===== src/rtl/mux_nx1_scan.sv =====
// Registered N:1 channel mux, driven by an external select or by a round-robin scanner that skips masked channels.
// Latency: 1 cycle from din/sel/mask to y/ch/valid/wrap. There is no backpressure: a new decision is made on every edge.
module mux_nx1_scan #(
    parameter int N     = 4,
    parameter int W     = 1,
    parameter int DWELL = 8,
    localparam int SW   = $clog2(N),
    localparam int CW   = $clog2(DWELL + 1)
) (
    input  logic            clk,
    input  logic            rst,
    input  logic            en,
    input  logic            mode,
    input  logic [SW-1:0]   sel,
    input  logic [N-1:0]    mask,
    input  logic [N*W-1:0]  din,
    output logic [W-1:0]    y,
    output logic [SW-1:0]   ch,
    output logic            valid,
    output logic            wrap
);

    typedef enum logic [1:0] {S_IDLE, S_MANUAL, S_SCAN} state_t;

    state_t        state, state_nxt;
    logic [CW-1:0] cnt, cnt_nxt;
    logic [W-1:0]  y_nxt;
    logic [SW-1:0] ch_nxt;
    logic          valid_nxt, wrap_nxt;
    logic [SW-1:0] low_idx, next_idx;
    logic          sel_ok;

    function automatic logic [W-1:0] pick(input logic [SW-1:0] k);
        return din[int'(k)*W +: W];
    endfunction

    // Lowest enabled channel, and the next enabled channel strictly above ch (mod N).
    always_comb begin
        int t;
        low_idx  = '0;
        next_idx = ch;
        for (int k = N - 1; k >= 0; k--) begin
            if (mask[k]) low_idx = SW'(k);
        end
        for (int i = N; i >= 1; i--) begin
            t = int'(ch) + i;
            if (t >= N) t = t - N;
            if (mask[SW'(t)]) next_idx = SW'(t);
        end
    end

    always_comb begin
        sel_ok = 1'b0;
        if (int'(sel) < N) sel_ok = mask[sel];
    end

    always_comb begin
        state_nxt = S_IDLE;
        if (en) state_nxt = mode ? S_SCAN : S_MANUAL;
    end

    always_comb begin
        y_nxt     = y;
        ch_nxt    = ch;
        valid_nxt = 1'b0;
        wrap_nxt  = 1'b0;
        cnt_nxt   = '0;
        case (state_nxt)
            S_MANUAL: begin
                if (sel_ok) begin
                    y_nxt     = pick(sel);
                    ch_nxt    = sel;
                    valid_nxt = 1'b1;
                end
            end
            S_SCAN: begin
                // A zero counter marks "no channel owned yet": fresh entry or recovery from an empty mask.
                if (mask == '0) begin
                    cnt_nxt = '0;
                end else if (state != S_SCAN || cnt == '0) begin
                    ch_nxt    = low_idx;
                    y_nxt     = pick(low_idx);
                    valid_nxt = 1'b1;
                    cnt_nxt   = CW'(1);
                end else if (!mask[ch] || cnt == CW'(DWELL)) begin
                    ch_nxt    = next_idx;
                    y_nxt     = pick(next_idx);
                    valid_nxt = 1'b1;
                    wrap_nxt  = (next_idx <= ch);
                    cnt_nxt   = CW'(1);
                end else begin
                    y_nxt     = pick(ch);
                    valid_nxt = 1'b1;
                    cnt_nxt   = cnt + CW'(1);
                end
            end
            default: ;
        endcase
    end

    always_ff @(posedge clk or posedge rst) begin
        if (rst) begin
            state <= S_IDLE;
            cnt   <= '0;
            y     <= '0;
            ch    <= '0;
            valid <= 1'b0;
            wrap  <= 1'b0;
        end else begin
            state <= state_nxt;
            cnt   <= cnt_nxt;
            y     <= y_nxt;
            ch    <= ch_nxt;
            valid <= valid_nxt;
            wrap  <= wrap_nxt;
        end
    end

endmodule

===== config.mk =====
export PLATFORM = sky130hd
export DESIGN_NAME = mux_nx1_scan
export DESIGN_NICKNAME = d
export VERILOG_FILES = /design/src/rtl/mux_nx1_scan.sv
export SDC_FILE = /design/constraint.sdc
export NUM_CORES = 1
export LEC_CHECK = 0
export CORE_MARGIN = 10
export CORE_UTILIZATION = 49
export CTS_CLUSTER_SIZE = 20
export DETAILED_ROUTE_END_ITERATION = 8
export HOLD_SLACK_MARGIN = 0.03
export PLACE_DENSITY_LB_ADDON = 0.25
export SYNTH_ARGS = -nofsm -noshare
export SYNTH_HDL_FRONTEND = slang
export SYNTH_SLANG_ARGS = --single-unit

===== constraint.sdc =====
create_clock -name clk -period 2.5 [get_ports clk]
set_clock_uncertainty 0.1 [all_clocks]
set_input_delay 0.25 -clock clk [delete_from_list [all_inputs] [get_ports clk]]
set_output_delay 0.25 -clock clk [all_outputs]
set_load 0.03 [all_outputs]

## Word-level counts from Yosys, hierarchy flattened

Index checks and enable logic that the tools add are counted.

- Reductions and logical operators: 8
- Equality and inequality tests: 7
- $lt $le $gt $ge: 11
- Add/subtract/negate cells: 9
- Mux-type cells: 51
- Shift operators: 4

Operator list:

| cell | count |
|---|---|
| $mux 2 | 18 |
| $mux 1 | 20 |
| $lt 2x4->1 const B | 4 |
| $mux 4 | 4 |
| $shiftx 4x3->1 | 4 |
| $bmux 1 s2 | 6 |
| $ge 3x3->1 const B | 3 |
| $logic_not 4->1 | 2 |
| $sub 2x1->2 const B | 4 |
| $add 2x2->3 const B | 2 |
| $lt 2x3->1 const B | 2 |
| $ne 2x2->1 const B | 3 |
| $add 2x3->4 const B | 1 |
| $add 4x1->4 const B | 1 |
| $eq 4x4->1 const B | 1 |
| $ge 4x3->1 const B | 1 |
| $pmux 1 s2 | 2 |
| $pmux 2 s2 | 1 |
| $reduce_and 4->1 | 1 |
| $add 2x1->3 const B | 1 |
| $ne 3x3->1 const B | 1 |
| $reduce_and 3->1 | 1 |
| $eq 2x1->1 const B | 1 |
| $eq 2x2->1 const B | 1 |
| other kinds (4) | 5 |

- Word-level logic and storage cells: 96
- Input bits: 14
- Flip-flop bits (word level): 11
- Output and inout port bits: 5

## Logic depth before layout (Yosys ltp)

Gate-level depths: netlist (run 1).

- Word-level depth: 15
- Mapped depth: 9
- Gate-level depth less buffers: 9

## Worst setup path before layout (run 1)

Ideal clock, no wire load.

- Kind: flip-flop to flip-flop
- Start: reg ch[0]
- End: reg y
- Cell stages (with the launch flop): 8
- Arrival: 1.917 ns
- Library setup time: 0.126 ns
- Slack: 0.357 ns
- Data required time: 2.274 ns
- Clock period less this slack: 2.143 ns
- Buffers on the path: 0
- Cells stage by stage: dfrtp_1 -> mux2_4 -> nand3_1 -> o22ai_1 -> a311oi_4 -> nor2_1 -> a2111o_1 -> o311a_1

- Cells in the longest elaborated chain, start to end: 15
- Elaborated cells between the ends (all ways): 42
- Those cells by class: add/sub: 8; order compare: 4; shift: 2; mux: 26; reduce/logical: 2

Ends and longest elaborated chain:

| element | RTL line | RTL |
|---|---|---|
| from (decl) | 18 | `output logic [SW-1:0] ch,` |
| from (signal assigned) | 113 | `ch <= ch_nxt;` |
| $add 2x3->4 | 46 | `t = int'(ch) + i;` |
| $ge 4x3->1 or $sub 2x1->2 (tied branches) | 47 | `if (t >= N) t = t - N;` |
| $mux 2 | 47 |  |
| $bmux 1 s2 | 48 | `if (mask[SW'(t)]) next_idx = SW'(t);` |
| $mux 1 (not written as such) (2 in a row) | 48 |  |
| $mux 2 (4 in a row) | 48 |  |
| $shiftx 4x3->1 | 34 | `return din[int'(k)*W +: W];` |
| $mux 1 (*) | 85 | `end else if (!mask[ch] \|\| cnt == CW'(DWELL)) begin` |
| $mux 1 (*) | 80 | `end else if (state != S_SCAN \|\| cnt == '0) begin` |
| $mux 1 (*) | 78 | `if (mask == '0) begin` |
| $pmux 1 s2 (*) | 68 | `case (state_nxt)` |
| to (signal assigned) | 112 | `y <= y_nxt;` |
| to (decl) | 17 | `output logic [W-1:0] y,` |

Every way passes the cells marked *; elsewhere a longest branch is shown, timed or not. The select of a mux whose other input is x is not followed.
A chain may end at the register's enable or synchronous reset.

## Worst setup path after layout (run 1)

- Start: reg cnt[0]
- End: reg y

- Cells in the longest elaborated chain, start to end: 6
- Elaborated cells between the ends (all ways): 8
- Those cells by class: eq/ne: 1; mux: 4; reduce/logical: 3

Ends and longest elaborated chain:

| element | RTL line | RTL |
|---|---|---|
| from (decl) | 26 | `logic [CW-1:0] cnt, cnt_nxt;` |
| from (signal assigned) | 111 | `cnt <= cnt_nxt;` |
| $eq 4x4->1 | 85 |  |
| $logic_or 1x1->1 | 85 |  |
| $mux 1 | 85 |  |
| $mux 1 (*) | 80 |  |
| $mux 1 (*) | 78 |  |
| $pmux 1 s2 (*) | 68 |  |

Marks and branches as above.

==> flow_metrics.py, run 1 <==
metrics = {
    "run_status": {
        "outcome": "finished, final reports clean",
    },
    "route": {
        "ant_nets": 0,
        "routedWlPerCell_um": 14.5,
        "vias": 790,
        "first_iter_violations": 12,
        "drc": 0,
        "drt_pass1_iterations": 5,
        "routed_via_density": 5.37,
        "wl_um": 2140,
    },
    "finish": {
        "final_net_count": 141,
        "final_area_mm2": 0.00112,
        "diodes": 0,
        "syn2layout_area_growth_pct": 28.5,
        "drive_above_1_share_pct": 13.1,
    },
    "yosys": {
        "synth_nets": 116,
        "yosysWarnings": 0,
        "syn_avg_cell_area_um2": 8.86,
        "syn_inst": 98,
        "yosysSeqAreaShare_pct": 31.7,
        "synth_area_leader_cell": "dfrtp_1",
        "synthDominantCellAreaShare_pct": 31.7,
        "synth_edf_count": 0,
        "synth_area_um2": 868,
        "ys.flop_type": "dfrtp_1",
        "synthArstFlopShare_pct": 100,
        "synth.area.top_cells": "dfrtp_1 (32%), a21oi_1 (6.3%), ha_1 (5.8%), inv_1 (4.8%), nor2_1 (3.9%)",
        "synth-seq-cells": 11,
        "synth.distinct_cells": 36,
    },
    "timing": {
        "rsz0062_at_grt": "false",
        "fmax_ghz": 0.445,
        "finalHoldViolCount": 0,
        "final_max_slew_viol_count": 0,
        "setup_violations": 0,
        "min_period_ps": 2250,
        "period_share_pct": 89.9,
        "tightest_slew_ps": 418,
        "slew_headroom_pct": 72.1,
        "setup_tns_ps": 0,
    },
    "grt": {
        "grt-ovfl-total": 0,
        "grt_max_degree": 12,
        "grt_first_pass_wirelength_um": 3590,
        "grt_pass1_vias": 830,
        "antenna_found_initial": 0,
        "grtUsageTotal_pct": 12.3,
    },
    "placed_design": {
        "dpl-instance-area_mm2": 0.00109,
        "dpl.hpwl_um": 1770,
        "port_buffers": 18,
        "gp_congestion": 0.888,
    },
    "setup_path": {
        "crit_buf_inv": 1,
        "max_stage_delay_ps": 390,
        "cp_top_family": "compound AO/OA/AOI/OAI gates",
        "worstPathArrival_ps": 2290,
        "crit_path_end_kind": "register",
        "cp_max_fo": 4,
        "worstPathRequired_ps": 2550,
        "start_kind": "register",
        "critPathKind": "register to register",
        "slowest_stage": "dfrtp_1",
        "path_cells": "inv_1 > ha_1 > nand2b_2 > o21a_1 > o22ai_1 > a311oi_4 > nor2_1 > a2111o_1 > o311a_1",
    },
    "clock_tree": {
        "clockBufferDepth": 2,
        "htreeDepth": 1,
        "cts_buffers": 3,
        "clock_latency_ps": 260,
        "post-cts-setup-buffer-count": 0,
        "cts.clk_slew.worst_paths_ps": 80,
        "cts_tree": "done",
        "post_cts_resized": 0,
        "cts_sinks": 11,
        "root_buffer": "clkbuf_4",
        "cts_hold_buf": 0,
    },
    "floorplan": {
        "core_area_mm2": 0.00171,
        "die-area_mm2": 0.00386,
        "die_w_um": 62.1,
        "initial_utilization_pct": 50.8,
        "rows": 15,
        "pin_count": 19,
        "die_y_um": 62.1,
    },
    "pwr": {
        "vdd.ir_drop.worst_mv": 0.376,
        "leakage_nw": 0.496,
        "p_total_mw": 0.586,
        "p_per_area_mw_per_mm2": 525,
    },
    "run": {
        "maxCapViolations": 0,
    },
    "worst_hold_path": {
        "min_path_type": "input port to asynchronous set/reset pin",
    },
}
## worst register-to-register path, stage by stage (launching register included)
cell,delay [ps]
dfrtp_1,390
inv_1,60
ha_1,200
nand2b_2,130
o21a_1,240
o22ai_1,160
a311oi_4,330
nor2_1,80
a2111o_1,340
o311a_1,110
## metrics by stage
stage	setup WS, ps	cells	utilization [%]	hold WS (ps)
after detailed placement	45.4	143	63.7	396
final	251	147	65.3	160
after floorplan	357	98	-	2.44
after global placement	89.8	143	63.7	394
after global routing	91.8	147	65.3	188
after CTS	246	147	65.3	173
## where the power goes
part	internal, mW	switching (mW)
combinational	0.119	0.132
clock	0.0591	0.0596
sequential	0.193	0.0239
total	0.371	0.215
## per-layer routing
| metal | up-vias | share of wire [%] | GRT usage (%) |
|---|---|---|---|
| li1 | 398 | - | - |
| met1 | 369 | 45 | 13.8 |
| met2 | 21 | 48 | 21.6 |
| met3 | 2 | 6.5 | 4.67 |
| met4 | 0 | 0.19 | 1.91 |
| met5 | - | 0 | 0 |
## layout make-up
type	instances	area, um^2
Inverter	12	46.3
Sequential cell	11	275
Multi-Input combinational cell	74	533
Clock inverter	1	5.00
Timing Repair Buffer	21	203
Tap cell	25	31.3
Clock buffer	3	22.5
Fill cell	156	592
## cells by family (layout without fill, tap and decap cells)
kind of cell	count (synthesis)	count (layout)	share of synthesized area, %
AOI/OAI and AO/OA	32	32	28.5
xor gates and xnor gates	2	2	2.02
adders and majority gates	4	4	5.76
buffers and inverters	13	37	6.92
DFF	11	11	31.7
muxes	4	4	6.77
and+or+nand+nor	32	32	18.3
## synth_stat cells, types with 2 or more instances
cell	instances
nand2b_1	4
o21ai_1	2
nand2_1	6
nor2_1	9
inv_1	11
a21oi_1	11
nor2b_1	3
a21o_1	2
nor3_1	3
ha_1	4
nand3_1	3
o21ai_0	5
xnor2_1	2
dfrtp_1	11
## cells in the final DEF (no fill, tap or decap), types with 2 or more instances in the layout
cell type        Yosys  routed
o21ai_1              2       2
clkbuf_4             0       3
nand2_1              6       6
nor3_1               3       3
ha_1                 4       4
nor2b_1              3       3
clkdlybuf4s50_1      0      18
nand2b_1             4       4
o21ai_0              5       5
nor2_1               9       9
clkinv_2             1       2
buf_4                0       3
a21o_1               2       2
inv_1               11      11
xnor2_1              2       2
nand3_1              3       3
dfrtp_1             11      11
a21oi_1             11      11
## final timing paths
path	from	to	slack (ps)	cells past startpoint
worst max-delay path	cnt[0]	y	250	9
worst min-delay path	rst	cnt[1]	160	2
worst max register to register	cnt[0]	y	250	9
worst min register to register	cnt[0]	cnt[0]	400	1
max in group asynchronous	rst	y	1850	2
min in group clk	cnt[0]	cnt[0]	400	1
## state kept, by name (all words and copies together), names as in the netlist
signal	flops
cnt	4
y	1
valid	1
ch	2
state	2
wrap	1
Note: power is estimated with default switching activity, not from simulation.
==> inputs of run 2 (changes only) <==
Settings changed: TNS_END_PERCENT set to 20.
==> results of run 2 <==
Same layout as run 1: the final DEF is identical, and so are final timing and power.
==> inputs of run 3 (changes only) <==
Settings changed: HOLD_SLACK_MARGIN 0.03 to 0.1.
==> results of run 3 <==
Same layout as run 1: the final DEF is identical, and so are final timing and power.
